`src/rtl/asip_wb_pkg.sv`:
```
// Shared types for the register-file writeback block.
// Provides the queued-result record, the load-assembler state encoding,
// file geometry constants and a destination-index to bit-mask helper.
package asip_wb_pkg;

  localparam int unsigned REG_SIZE = 8;   // bits per element / scalar register
  localparam int unsigned REG_QTY  = 8;   // registers per file
  localparam int unsigned VEC_SIZE = 4;   // elements per vector register
  localparam int unsigned RW       = $clog2(REG_QTY);
  localparam int unsigned LW       = (VEC_SIZE > 1) ? $clog2(VEC_SIZE) : 1;

  typedef logic [VEC_SIZE-1:0][REG_SIZE-1:0] vec_data_t;

  typedef struct packed {
    logic            isVec;
    logic [RW-1:0]   dest;
    vec_data_t       data;
  } wb_entry_t;

  typedef enum logic [1:0] {
    ASM_IDLE    = 2'd0,
    ASM_COLLECT = 2'd1,
    ASM_WAIT    = 2'd2
  } asm_state_t;

  function automatic logic [REG_QTY-1:0] dest_mask(input logic [RW-1:0] dest);
    dest_mask       = '0;
    dest_mask[dest] = 1'b1;
  endfunction

endpackage

```
`src/rtl/wb_fifo.sv`:
```
// Small ring-buffer queue of writeback entries with synchronous reset.
// Ports:
//   clk_i, reset_i      clock, synchronous active-high reset
//   push_i/push_data_i  enqueue request (ignored while full, even if popping)
//   pop_i               dequeue request (ignored while empty)
//   head_o              oldest entry
//   full_o/empty_o      occupancy flags
//   entries_o/valid_o   raw storage and per-slot valid bits (for hazard masks)
module wb_fifo
  import asip_wb_pkg::*;
#(
  parameter int unsigned FIFO_DEPTH = 2
) (
  input  logic                         clk_i,
  input  logic                         reset_i,
  input  logic                         push_i,
  input  wb_entry_t                    push_data_i,
  input  logic                         pop_i,
  output wb_entry_t                    head_o,
  output logic                         full_o,
  output logic                         empty_o,
  output wb_entry_t [FIFO_DEPTH-1:0]   entries_o,
  output logic      [FIFO_DEPTH-1:0]   valid_o
);

  localparam int unsigned AW = $clog2(FIFO_DEPTH);

  wb_entry_t [FIFO_DEPTH-1:0] mem_q;
  logic      [FIFO_DEPTH-1:0] valid_q;
  logic      [AW-1:0]         wr_ptr_q;
  logic      [AW-1:0]         rd_ptr_q;
  logic                       do_push;
  logic                       do_pop;

  // Per-slot valid bits make full/empty trivial; push and pop can never hit
  // the same slot because that would require the queue to be both not full
  // and not empty with equal pointers.
  assign full_o    = &valid_q;
  assign empty_o   = ~|valid_q;
  assign do_push   = push_i && !full_o;
  assign do_pop    = pop_i && !empty_o;
  assign head_o    = mem_q[rd_ptr_q];
  assign entries_o = mem_q;
  assign valid_o   = valid_q;

  always_ff @(posedge clk_i) begin
    if (reset_i) begin
      valid_q  <= '0;
      wr_ptr_q <= '0;
      rd_ptr_q <= '0;
    end else begin
      if (do_push) begin
        mem_q[wr_ptr_q]   <= push_data_i;
        valid_q[wr_ptr_q] <= 1'b1;
        wr_ptr_q          <= wr_ptr_q + 1'b1;
      end
      if (do_pop) begin
        valid_q[rd_ptr_q] <= 1'b0;
        rd_ptr_q          <= rd_ptr_q + 1'b1;
      end
    end
  end

endmodule

```
`src/rtl/writeback_ctrl.sv`:
```
// Register-file write side: queues whole-vector ALU results, assembles
// element-wise load beats, arbitrates one write per cycle and drives a
// registered write port. Also exports pending-destination masks for RAW stalls.
// Ports:
//   clk, reset                              clock, synchronous active-high reset
//   aluValid/aluReady/aluIsVec/aluDest/aluData   ALU result handshake + payload
//   memValid/memReady/memIsVec/memDest/memLane/memData/memLast  load beat handshake
//   regWrEnSc/regWrEnVec/regToWrite/dataIn  registered register-file write port
//   pendingSc/pendingVec                    destinations owned by in-flight results
module writeback_ctrl
  import asip_wb_pkg::*;
#(
  parameter int unsigned registerSize     = REG_SIZE,
  parameter int unsigned registerQuantity = REG_QTY,
  parameter int unsigned vecSize          = VEC_SIZE,
  parameter int unsigned FIFO_DEPTH       = 2
) (
  input  logic                                   clk,
  input  logic                                   reset,
  input  logic                                   aluValid,
  output logic                                   aluReady,
  input  logic                                   aluIsVec,
  input  logic [RW-1:0]                          aluDest,
  input  logic [vecSize-1:0][registerSize-1:0]   aluData,
  input  logic                                   memValid,
  output logic                                   memReady,
  input  logic                                   memIsVec,
  input  logic [RW-1:0]                          memDest,
  input  logic [LW-1:0]                          memLane,
  input  logic [registerSize-1:0]                memData,
  input  logic                                   memLast,
  output logic                                   regWrEnSc,
  output logic                                   regWrEnVec,
  output logic [RW-1:0]                          regToWrite,
  output logic [vecSize-1:0][registerSize-1:0]   dataIn,
  output logic [registerQuantity-1:0]            pendingSc,
  output logic [registerQuantity-1:0]            pendingVec
);

  wb_entry_t                   alu_entry;
  wb_entry_t                   fifo_head;
  wb_entry_t [FIFO_DEPTH-1:0]  fifo_entries;
  logic      [FIFO_DEPTH-1:0]  fifo_valid;
  logic                        fifo_full;
  logic                        fifo_empty;

  asm_state_t                  asm_state_q;
  logic                        asm_isvec_q;
  logic [RW-1:0]               asm_dest_q;
  vec_data_t                   asm_buf_q;
  vec_data_t                   asm_buf_d;
  logic                        beat_isvec;
  logic                        mem_acc;
  logic                        last_grant_mem_q;
  logic                        grant_mem;
  logic                        grant_alu;

  assign alu_entry = '{isVec: aluIsVec, dest: aluDest, data: aluData};
  assign aluReady  = !fifo_full;
  assign memReady  = (asm_state_q != ASM_WAIT);
  assign mem_acc   = memValid && memReady;

  wb_fifo #(
    .FIFO_DEPTH(FIFO_DEPTH)
  ) u_alu_fifo (
    .clk_i       (clk),
    .reset_i     (reset),
    .push_i      (aluValid),
    .push_data_i (alu_entry),
    .pop_i       (grant_alu),
    .head_o      (fifo_head),
    .full_o      (fifo_full),
    .empty_o     (fifo_empty),
    .entries_o   (fifo_entries),
    .valid_o     (fifo_valid)
  );

  // Memory wins a tie unless it also won the previous grant.
  always_comb begin
    grant_mem = (asm_state_q == ASM_WAIT) && (fifo_empty || !last_grant_mem_q);
    grant_alu = !fifo_empty && !grant_mem;
  end

  // The first beat starts from a cleared buffer; scalar loads always land in
  // lane 0, and out-of-range lanes leave the buffer untouched.
  always_comb begin
    asm_buf_d  = (asm_state_q == ASM_IDLE) ? '0 : asm_buf_q;
    beat_isvec = (asm_state_q == ASM_IDLE) ? memIsVec : asm_isvec_q;
    if (!beat_isvec) begin
      asm_buf_d[0] = memData;
    end else if ({1'b0, memLane} < (LW+1)'(vecSize)) begin
      asm_buf_d[memLane] = memData;
    end
  end

  always_ff @(posedge clk) begin
    if (reset) begin
      asm_state_q      <= ASM_IDLE;
      asm_isvec_q      <= 1'b0;
      asm_dest_q       <= '0;
      asm_buf_q        <= '0;
      last_grant_mem_q <= 1'b0;
      regWrEnSc        <= 1'b0;
      regWrEnVec       <= 1'b0;
      regToWrite       <= '0;
      dataIn           <= '0;
    end else begin
      case (asm_state_q)
        ASM_IDLE, ASM_COLLECT: begin
          if (mem_acc) begin
            asm_buf_q   <= asm_buf_d;
            asm_state_q <= memLast ? ASM_WAIT : ASM_COLLECT;
            if (asm_state_q == ASM_IDLE) begin
              asm_isvec_q <= memIsVec;
              asm_dest_q  <= memDest;
            end
          end
        end
        ASM_WAIT: begin
          if (grant_mem) asm_state_q <= ASM_IDLE;
        end
        default: asm_state_q <= ASM_IDLE;
      endcase

      regWrEnSc  <= 1'b0;
      regWrEnVec <= 1'b0;
      if (grant_mem) begin
        regWrEnVec       <= asm_isvec_q;
        regWrEnSc        <= !asm_isvec_q;
        regToWrite       <= asm_dest_q;
        dataIn           <= asm_buf_q;
        last_grant_mem_q <= 1'b1;
      end else if (grant_alu) begin
        regWrEnVec       <= fifo_head.isVec;
        regWrEnSc        <= !fifo_head.isVec;
        regToWrite       <= fifo_head.dest;
        dataIn           <= fifo_head.data;
        last_grant_mem_q <= 1'b0;
      end
    end
  end

  // A destination stays pending from queueing until the cycle its write strobe drops.
  always_comb begin
    pendingSc  = '0;
    pendingVec = '0;
    for (int unsigned i = 0; i < FIFO_DEPTH; i++) begin
      if (fifo_valid[i]) begin
        if (fifo_entries[i].isVec) pendingVec = pendingVec | dest_mask(fifo_entries[i].dest);
        else                       pendingSc  = pendingSc  | dest_mask(fifo_entries[i].dest);
      end
    end
    if (asm_state_q != ASM_IDLE) begin
      if (asm_isvec_q) pendingVec = pendingVec | dest_mask(asm_dest_q);
      else             pendingSc  = pendingSc  | dest_mask(asm_dest_q);
    end
    if (regWrEnVec) pendingVec = pendingVec | dest_mask(regToWrite);
    if (regWrEnSc)  pendingSc  = pendingSc  | dest_mask(regToWrite);
  end

endmodule
```
`config.mk`:
```
export PLATFORM = sky130hd
export DESIGN_NAME = writeback_ctrl
export DESIGN_NICKNAME = d
export VERILOG_FILES = /design/src/rtl/asip_wb_pkg.sv /design/src/rtl/wb_fifo.sv /design/src/rtl/writeback_ctrl.sv
export SDC_FILE = /design/constraint.sdc
export NUM_CORES = 1
export LEC_CHECK = 0
export CAP_MARGIN = 25
export CORE_MARGIN = 4
export CORE_UTILIZATION = 53
export CTS_BUF_LIST = sky130_fd_sc_hd__clkbuf_8 sky130_fd_sc_hd__clkbuf_16
export CTS_CLUSTER_DIAMETER = 60
export DETAILED_ROUTE_END_ITERATION = 7
export PLACE_DENSITY = 0.79
export SYNTH_ARGS = -nofsm -noshare
export SYNTH_HDL_FRONTEND = slang
export SYNTH_HIERARCHICAL = 1
export SYNTH_SLANG_ARGS = --single-unit
```
`constraint.sdc`:
```
create_clock -name clk -period 5.88 [get_ports clk]
set_clock_uncertainty 0.2 [all_clocks]
set_input_delay 1.764 -clock clk [delete_from_list [all_inputs] [get_ports clk]]
set_output_delay 1.764 -clock clk [all_outputs]
set_load 0.02 [all_outputs]
```
==> results of run 1 <==
routing by layer:
| layer | part of all wire | GRT usage | up-vias |
|---|---|---|---|
| met4 | 0.025 | 0.107 | 0 |
| met3 | 0.064 | 0.0454 | 33 |
| met2 | 0.49 | 0.413 | 223 |
| li1 | - | - | 2563 |
| met1 | 0.42 | 0.305 | 2676 |
| met5 | 0 | 0 | - |
sequential cells by signal (all words and copies together), names as in the netlist:
register / count
last_grant_mem_q: 1
u_alu_fifo/entries_o: 72
regWrEnSc: 1
asm_buf_q: 32
u_alu_fifo/rd_ptr_q: 1
asm_dest_q: 3
asm_state_q: 2
regToWrite: 3
u_alu_fifo/valid_o: 2
dataIn: 32
asm_isvec_q: 1
u_alu_fifo/wr_ptr_q: 1
regWrEnVec: 1
path summary, 6_finish.rpt:
| check | slack (ns) | depth (start not counted) | endpoint |
|---|---|---|---|
| worst max-delay path | 1.43 | 3 | pendingSc[0] |
| worst min-delay path | 0.28 | 2 | dataIn[21] |
| worst max register to register | 3.48 | 4 | dataIn[24] |
| worst min register to register | 0.28 | 2 | dataIn[21] |
critical path: stages (launching register included):
cell and delay, ns:
dfxtp_1 0.71, and3b_1 0.25, or4_1 0.55, clkdlybuf4s50_1 0.56
layout by cell type (no fill, tap or decap), types with 2 or more instances in the layout:
master | netlist | routed
inv_1 | 29 | 33
and2b_1 | 2 | 2
o21ai_1 | 10 | 10
o211ai_1 | 46 | 46
and3_1 | 2 | 2
and3b_1 | 3 | 3
or3b_1 | 2 | 2
mux2i_1 | 5 | 5
edfxtp_1 | 72 | 72
dfxtp_1 | 80 | 80
o22ai_1 | 7 | 7
nand2_1 | 11 | 11
or4_1 | 2 | 2
a31oi_1 | 35 | 35
buf_4 | 4 | 9
nand3_1 | 83 | 83
clkinv_2 | 0 | 3
nand4_1 | 3 | 3
a211o_1 | 5 | 5
a22oi_1 | 6 | 6
nor2b_1 | 11 | 11
nor2_1 | 22 | 21
nor3b_2 | 1 | 2
clkbuf_8 | 0 | 3
nor3_1 | 9 | 8
o21a_1 | 2 | 2
clkdlybuf4s50_1 | 0 | 108
a21oi_1 | 15 | 15
a32oi_1 | 3 | 3
clkbuf_16 | 0 | 20
nand3b_1 | 4 | 4
o32ai_1 | 24 | 24
nand2b_1 | 19 | 19
or3_1 | 3 | 3
mux2_2 | 38 | 38
through the flow:
step | cell area (um2) | setup slack [ns]
floorplan | 6730 | 0.534
global placement | 7870 | 1.90
detailed placement | 7890 | 1.84
CTS | 8470 | 1.44
global route | 8470 | 1.38
finish | 8470 | 1.43
final cells by class:
type | instances | area (um2) | area share
clock buffers | 23 | 542 | 0.0639
clock inverters | 9 | 45.0 | 0.00532
inverters | 30 | 113 | 0.0133
multi-input cells | 387 | 2630 | 0.311
flip-flops and latches | 152 | 3760 | 0.444
well taps | 168 | 210 | 0.0248
repair buffers | 119 | 1170 | 0.138
logic make-up (layout without fill, tap and decap cells):
logic type / count (synthesis) / after routing / synth area share
simple gates: 182 / 182 / 0.145
flops: 152 / 152 / 0.559
mux: 44 / 44 / 0.0730
buf+inv: 84 / 181 / 0.0518
compound gates: 161 / 161 / 0.171
power by group:
group	switching, W	internal [W]
clock network	0.000402	0.000642
logic	0.000196	0.000165
registers	0.0000495	0.00117
total	0.000648	0.00197
==> impl_metrics.toml, run 1 <==
[outcome]
outcome = "finished clean"

[final_layout]
syn_to_final_growth_pct = 25.9
drive_gt1_frac = 0.121
final_cells = 888
fin_nets = 762
final_util = 0.694
antenna_cells = 0
nFillCells = 939

[route]
antenna_left = 0
drtIter0Drc = 549
drc_errors = 0
viasPerCell = 6.19
first_pass_iters = 6
routedWlPerCell_um = 19.6
wl_um = 17400
vias = 5495

[setup_path]
cp-end-kind = "output port"
crit_start = "asm_isvec_q"
r2r-start = "u_alu_fifo/rd_ptr_q"
crit_type = "flip-flop to output port"
critPathArrivalTime_ns = 2.48
crit_fanout = 19
cp-start-kind = "flip-flop"
worst_ep_required_time_ns = 3.92

[timing]
final_max_slew_viol_count = 0
fin_crit_ns = 4.45
fin_crit_sh = 0.756
rsz0062_at_grt = "false"
setup_viol = 0
hold_viol = 0
setup_tns_ns = 0
fmax_mhz = 225
max_slew_margin = 0.327
tightest_slew_ns = 1.01
hold_ws_ns = 0.282

[floorplanning]
die_w_um = 121
die_height_um = 121
start_util = 0.551
num_rows = 40
coreArea_um2 = 12200
ios = 110
dieArea_um2 = 14600

[clock_network]
clkTransAtPathRegs_ns = 0.06
numCtsBuffers = 17
ctsResizeCount = 0
cts_sinks = 152
hold_buffers = 0
cts_tree = "built"
clk_latency_ns = 0.42
cts.path.max_buffers = 2
cts_setup_buffers = 0
h-tree-depth = 4
cts_root_buf = "clkbuf_16"

[synth]
synth_most_common_cell = "nand3_1"
syn_inst = 623
synth_edf_count = 72
ys_seq_elements = 152
synth-main-ff-cell = "dfxtp_1"
synthTopCellsByArea = "edfxtp_1 32%, dfxtp_1 24%, mux2_2 6.4%"
avgSynthCellArea_um2 = 10.8
ys_types = 48
yosysWarnings = 6
synth_top_area_cell = "edfxtp_1"
netlist.area_leader.share = 0.321
syn-cell-area_um2 = 6730
yosysSeqAreaShare = 0.559
synthTopCellsByCount = "83 x nand3_1, 80 x dfxtp_1, 72 x edfxtp_1"
async_reset_ff_frac = 0
syn_nets = 678

[placement]
gp_congestion = 0.913
port_buffers = 109
hpwl_um = 11900
dp_cells = 856

[global_route]
gr-total-overflow = 0
grt_pass1_vias = 5449
grt_pass1_wl_um = 28100
grt_usage = 0.244
antenna_found_initial = 0
grt_max_degree = 92

[power_and_ir_drop]
p_per_area_nw_per_um2 = 309
power.leakage_nw = 2.79
power.total_w = 0.00262
peakVddDrop_v = 0.000246

[worst_hold_path]
hp-class = "flip-flop to flip-flop"
min-delay-start = "dataIn[21]"

[job]
drv_cap = 0
(Power assumes the default switching activity.)
==> inputs of run 2 (changes only) <==
==> constraint.sdc (replaced) <==
create_clock -name clk -period 4.3 [get_ports clk]
set_clock_uncertainty 0.2 [all_clocks]
set_input_delay 1.29 -clock clk [delete_from_list [all_inputs] [get_ports clk]]
set_output_delay 1.29 -clock clk [all_outputs]
set_load 0.02 [all_outputs]
==> impl_metrics.toml, run 2 (same netlist as run 1, synthesis figures left out) <==
[clock_network]
cts_root_buf = "clkbuf_16"
h-tree-depth = 4
numCtsBuffers = 17
clkTransAtPathRegs_ns = 0.06
hold_buffers = 0
clk_latency_ns = 0.43
cts_setup_buffers = 0
ctsResizeCount = 0
cts_sinks = 152
cts.path.max_buffers = 2
cts_tree = "built"

[floorplanning]
dieArea_um2 = 14600
die_height_um = 121
die_w_um = 121
ios = 110
coreArea_um2 = 12200
start_util = 0.551
num_rows = 40

[final_layout]
final_util = 0.696
layout_commonest_cell = "clkdlybuf4s50_1"
fin_nets = 762
most-common-layout-cells = "108 x clkdlybuf4s50_1, 83 x nand3_1, 80 x dfxtp_1"
final_cells = 888
drive_gt1_frac = 0.122
syn_to_final_growth_pct = 26.3
largest_register_ffs = 72
antenna_cells = 0

[timing]
fmax_mhz = 251
setup_viol = 0
fin_crit_ns = 3.99
hold_ws_ns = 0.281
final_max_slew_viol_count = 0
hold_viol = 0
setup_tns_ns = 0
rsz0062_at_grt = "false"
fin_crit_sh = 0.927
tightest_slew_ns = 0.903
max_slew_margin = 0.398

[route]
routedWlPerCell_um = 20.0
vias = 5462
wl_met2_um = 8930
highest_layer = "met4"
wl_um = 17700
drtIter0Drc = 533
drc_errors = 0
wl_met3_um = 1030
viasPerCell = 6.15
wl_met1_um = 7480
antenna_left = 0
first_pass_iters = 5

[global_route]
grt_max_degree = 89
grt_pass1_vias = 5379
grt_usage = 0.246
antenna_found_initial = 0
grt_pass1_wl_um = 28100
gr-total-overflow = 0

[setup_path]
critPathArrivalTime_ns = 2.50
cp_slowest_cell = "clkdlybuf4s50_1"
crit_start = "asm_state_q[0]"
crit_fanout = 14
cp-end-kind = "output port"
cp-start-kind = "flip-flop"
crit_chain = "o21ba_2 -> and3b_1 -> or4_1 -> clkdlybuf4s50_1"
crit_type = "flip-flop to output port"
cpPeakStageDelay_ns = 0.57
worst_ep_required_time_ns = 2.81
r2r-start = "u_alu_fifo/valid_o[1]"

[placement]
gp_congestion = 0.892
port_buffers = 109
hpwl_um = 11900
dp_cells = 856

[worst_hold_path]
hp-class = "flip-flop to flip-flop"
min-delay-start = "asm_buf_q[17]"

[power_and_ir_drop]
p_per_area_nw_per_um2 = 427
peakVddDrop_v = 0.000292
power.leakage_nw = 2.78
power.total_w = 0.00363

[outcome]
outcome = "finished clean"

[job]
drv_cap = 0
run 2: changes by cell type in the layout (fill, tap and decap cells not counted), moves of 2 or more:
cell and change:
bufinv_16 +2, clkbuf_8 -2, inv_1 -2, clkbuf_16 -2
clkinvlp_4 +2
run 2: per-stage QoR:
stage               area (um2)  setup slack [ns]
finish                    8500             0.313
global route              8500             0.241
CTS                       8500             0.353
detailed placement        7910             0.805
global placement          7890             0.830
floorplan                 6740             0.693
run 2: final cells by class:
cell class | count | area (um2)
Clock buffer | 19 | 464
Fill cell | 939 | 3710
Tap cell | 168 | 210
Inverter | 30 | 113
Multi-Input combinational cell | 387 | 2650
Clock inverter | 13 | 128
Timing Repair Buffer | 119 | 1180
Sequential cell | 152 | 3760
run 2: report_power, final:
| part | leakage, nW | internal, W | switching [W] |
|---|---|---|---|
| Sequential | 1.31 | 0.00159 | 0.0000641 |
| Clock | 0.294 | 0.000897 | 0.000574 |
| Combinational | 1.17 | 0.000231 | 0.000275 |
run 2: per-layer routing:
metal | vias to the layer above | GRT usage
met5 | - | 0
met4 | 0 | 0.0779
met3 | 28 | 0.0636
met2 | 201 | 0.414
met1 | 2677 | 0.310
li1 | 2556 | -
run 2: critical path: cells and delay by family (launching register included):
family | cells | cell delay [ns]
buffers and inverters | 1 | 0.57
and+or+nand+nor | 2 | 0.72
AOI/OAI and AO/OA | 1 | 0.31
DFF | 1 | 0.47
run 2: worst paths after layout:
check             endpoint  slack, ns  depth (start not counted)
max           pendingSc[0]       0.31                          4
min          asm_buf_q[17]       0.28                          2
max reg2reg     dataIn[28]       1.83                          5
min reg2reg  asm_buf_q[17]       0.28                          2
==> inputs of run 3 (changes only) <==
--- a/config.mk
+++ b/config.mk
@@ -7,11 +7,10 @@
 export LEC_CHECK = 0
 export CAP_MARGIN = 25
 export CORE_MARGIN = 4
-export CORE_UTILIZATION = 53
+export CORE_UTILIZATION = 30
 export CTS_BUF_LIST = sky130_fd_sc_hd__clkbuf_8 sky130_fd_sc_hd__clkbuf_16
 export CTS_CLUSTER_DIAMETER = 60
 export DETAILED_ROUTE_END_ITERATION = 7
-export PLACE_DENSITY = 0.79
 export SYNTH_ARGS = -nofsm -noshare
 export SYNTH_HDL_FRONTEND = slang
 export SYNTH_HIERARCHICAL = 1
==> impl_metrics.toml, run 3 (same netlist as run 1, synthesis figures left out) <==
[placement]
place_area_um2 = 8060
gp_congestion = 0.820
port_buffers = 109
hpwl_um = 12300

[power_and_ir_drop]
peakVddDrop_v = 0.000265
p_per_area_nw_per_um2 = 414
power.leakage_nw = 2.76

[route]
drtIter0Drc = 384
wl_um = 18200
vias = 5255
antenna_left = 0
drc_errors = 0
routedWlPerCell_um = 18.1
first_pass_iters = 5
viasPerCell = 5.24

[clock_network]
cts.path.max_buffers = 2
ctsResizeCount = 0
h-tree-depth = 4
cts_root_buf = "clkbuf_16"
cts_tree = "built"
cts_setup_buffers = 0
clkTransAtPathRegs_ns = 0.06
cts_sinks = 152
numCtsBuffers = 17
clk_latency_ns = 0.42
hold_buffers = 0

[outcome]
outcome = "finished clean"

[timing]
hold_ws_ns = 0.277
final_max_slew_viol_count = 0
hold_viol = 0
fin_crit_ns = 3.99
max_slew_margin = 0.356
tightest_slew_ns = 0.967
setup_tns_ns = 0
fmax_mhz = 251
rsz0062_at_grt = "false"
fin_crit_sh = 0.928
setup_viol = 0

[job]
drv_cap = 0

[global_route]
grt_pass1_wl_um = 28200
antenna_found_initial = 0
grt_usage = 0.146
grt_pass1_vias = 5073
gr-total-overflow = 0
grt_max_degree = 74

[setup_path]
worst_ep_required_time_ns = 2.81
critPathArrivalTime_ns = 2.50
crit_fanout = 19
cp-start-kind = "flip-flop"
crit_type = "flip-flop to output port"
cp-end-kind = "output port"

[final_layout]
final_util = 0.393
fin_nets = 763
drive_gt1_frac = 0.123
most-common-layout-cells = "108 x clkdlybuf4s50_1, 83 x nand3_1, 79 x dfxtp_1"
post-route-cell-area_um2 = 8630
largest_register_ffs = 72
syn_to_final_growth_pct = 28.1
layout_commonest_cell = "clkdlybuf4s50_1"

[floorplanning]
coreArea_um2 = 22000
ios = 110
num_rows = 54
die_height_um = 158
dieArea_um2 = 24900
die_w_um = 158
start_util = 0.307

[worst_hold_path]
hp-class = "flip-flop to flip-flop"
-- run 3: worst max-delay path: stages (launching register included) --
cell             delay [ns]
dfxtp_1                0.71
and3b_1                0.25
or4_1                  0.56
clkdlybuf4s50_1        0.56
-- run 3: worst paths after layout --
path | startpoint | endpoint | slack, ns | cells after the start
min reg2reg | dataIn[23] | dataIn[23] | 0.28 | 2
max | asm_isvec_q | pendingSc[0] | 0.31 | 3
max reg2reg | asm_state_q[0] | dataIn[23] | 2.05 | 5
min | dataIn[23] | dataIn[23] | 0.28 | 2
-- run 3: report_power, final --
part | switching (W) | internal [W] | leakage [nW]
clock | 0.000568 | 0.000842 | 0.269
sequential | 0.0000738 | 0.00159 | 1.31
combinational | 0.000261 | 0.000231 | 1.18
-- run 3: layout make-up --
class	instances	area, um2
timing repair buffer	120	1190
tap	280	350
clock inverter	15	135
inverter	30	113
antenna	2	5.00
sequential	152	3760
fill	2124	13300
multi-input combinational	387	2650
clock buffer	17	425
-- run 3: layer usage --
layer / routed length [um] / GRT usage
met4: 223 / 0.0406
met3: 1080 / 0.0418
met5: 0 / 0
met2: 8370 / 0.226
met1: 8500 / 0.202
-- run 3: through the flow --
stage               cells  setup WS [ns]  power (W)
floorplan             623          0.693    0.00197
global placement      968          0.786    0.00218
detailed placement    969          0.775    0.00219
CTS                  1001          0.322    0.00361
global route         1001          0.208    0.00372
finish               1003          0.310    0.00357
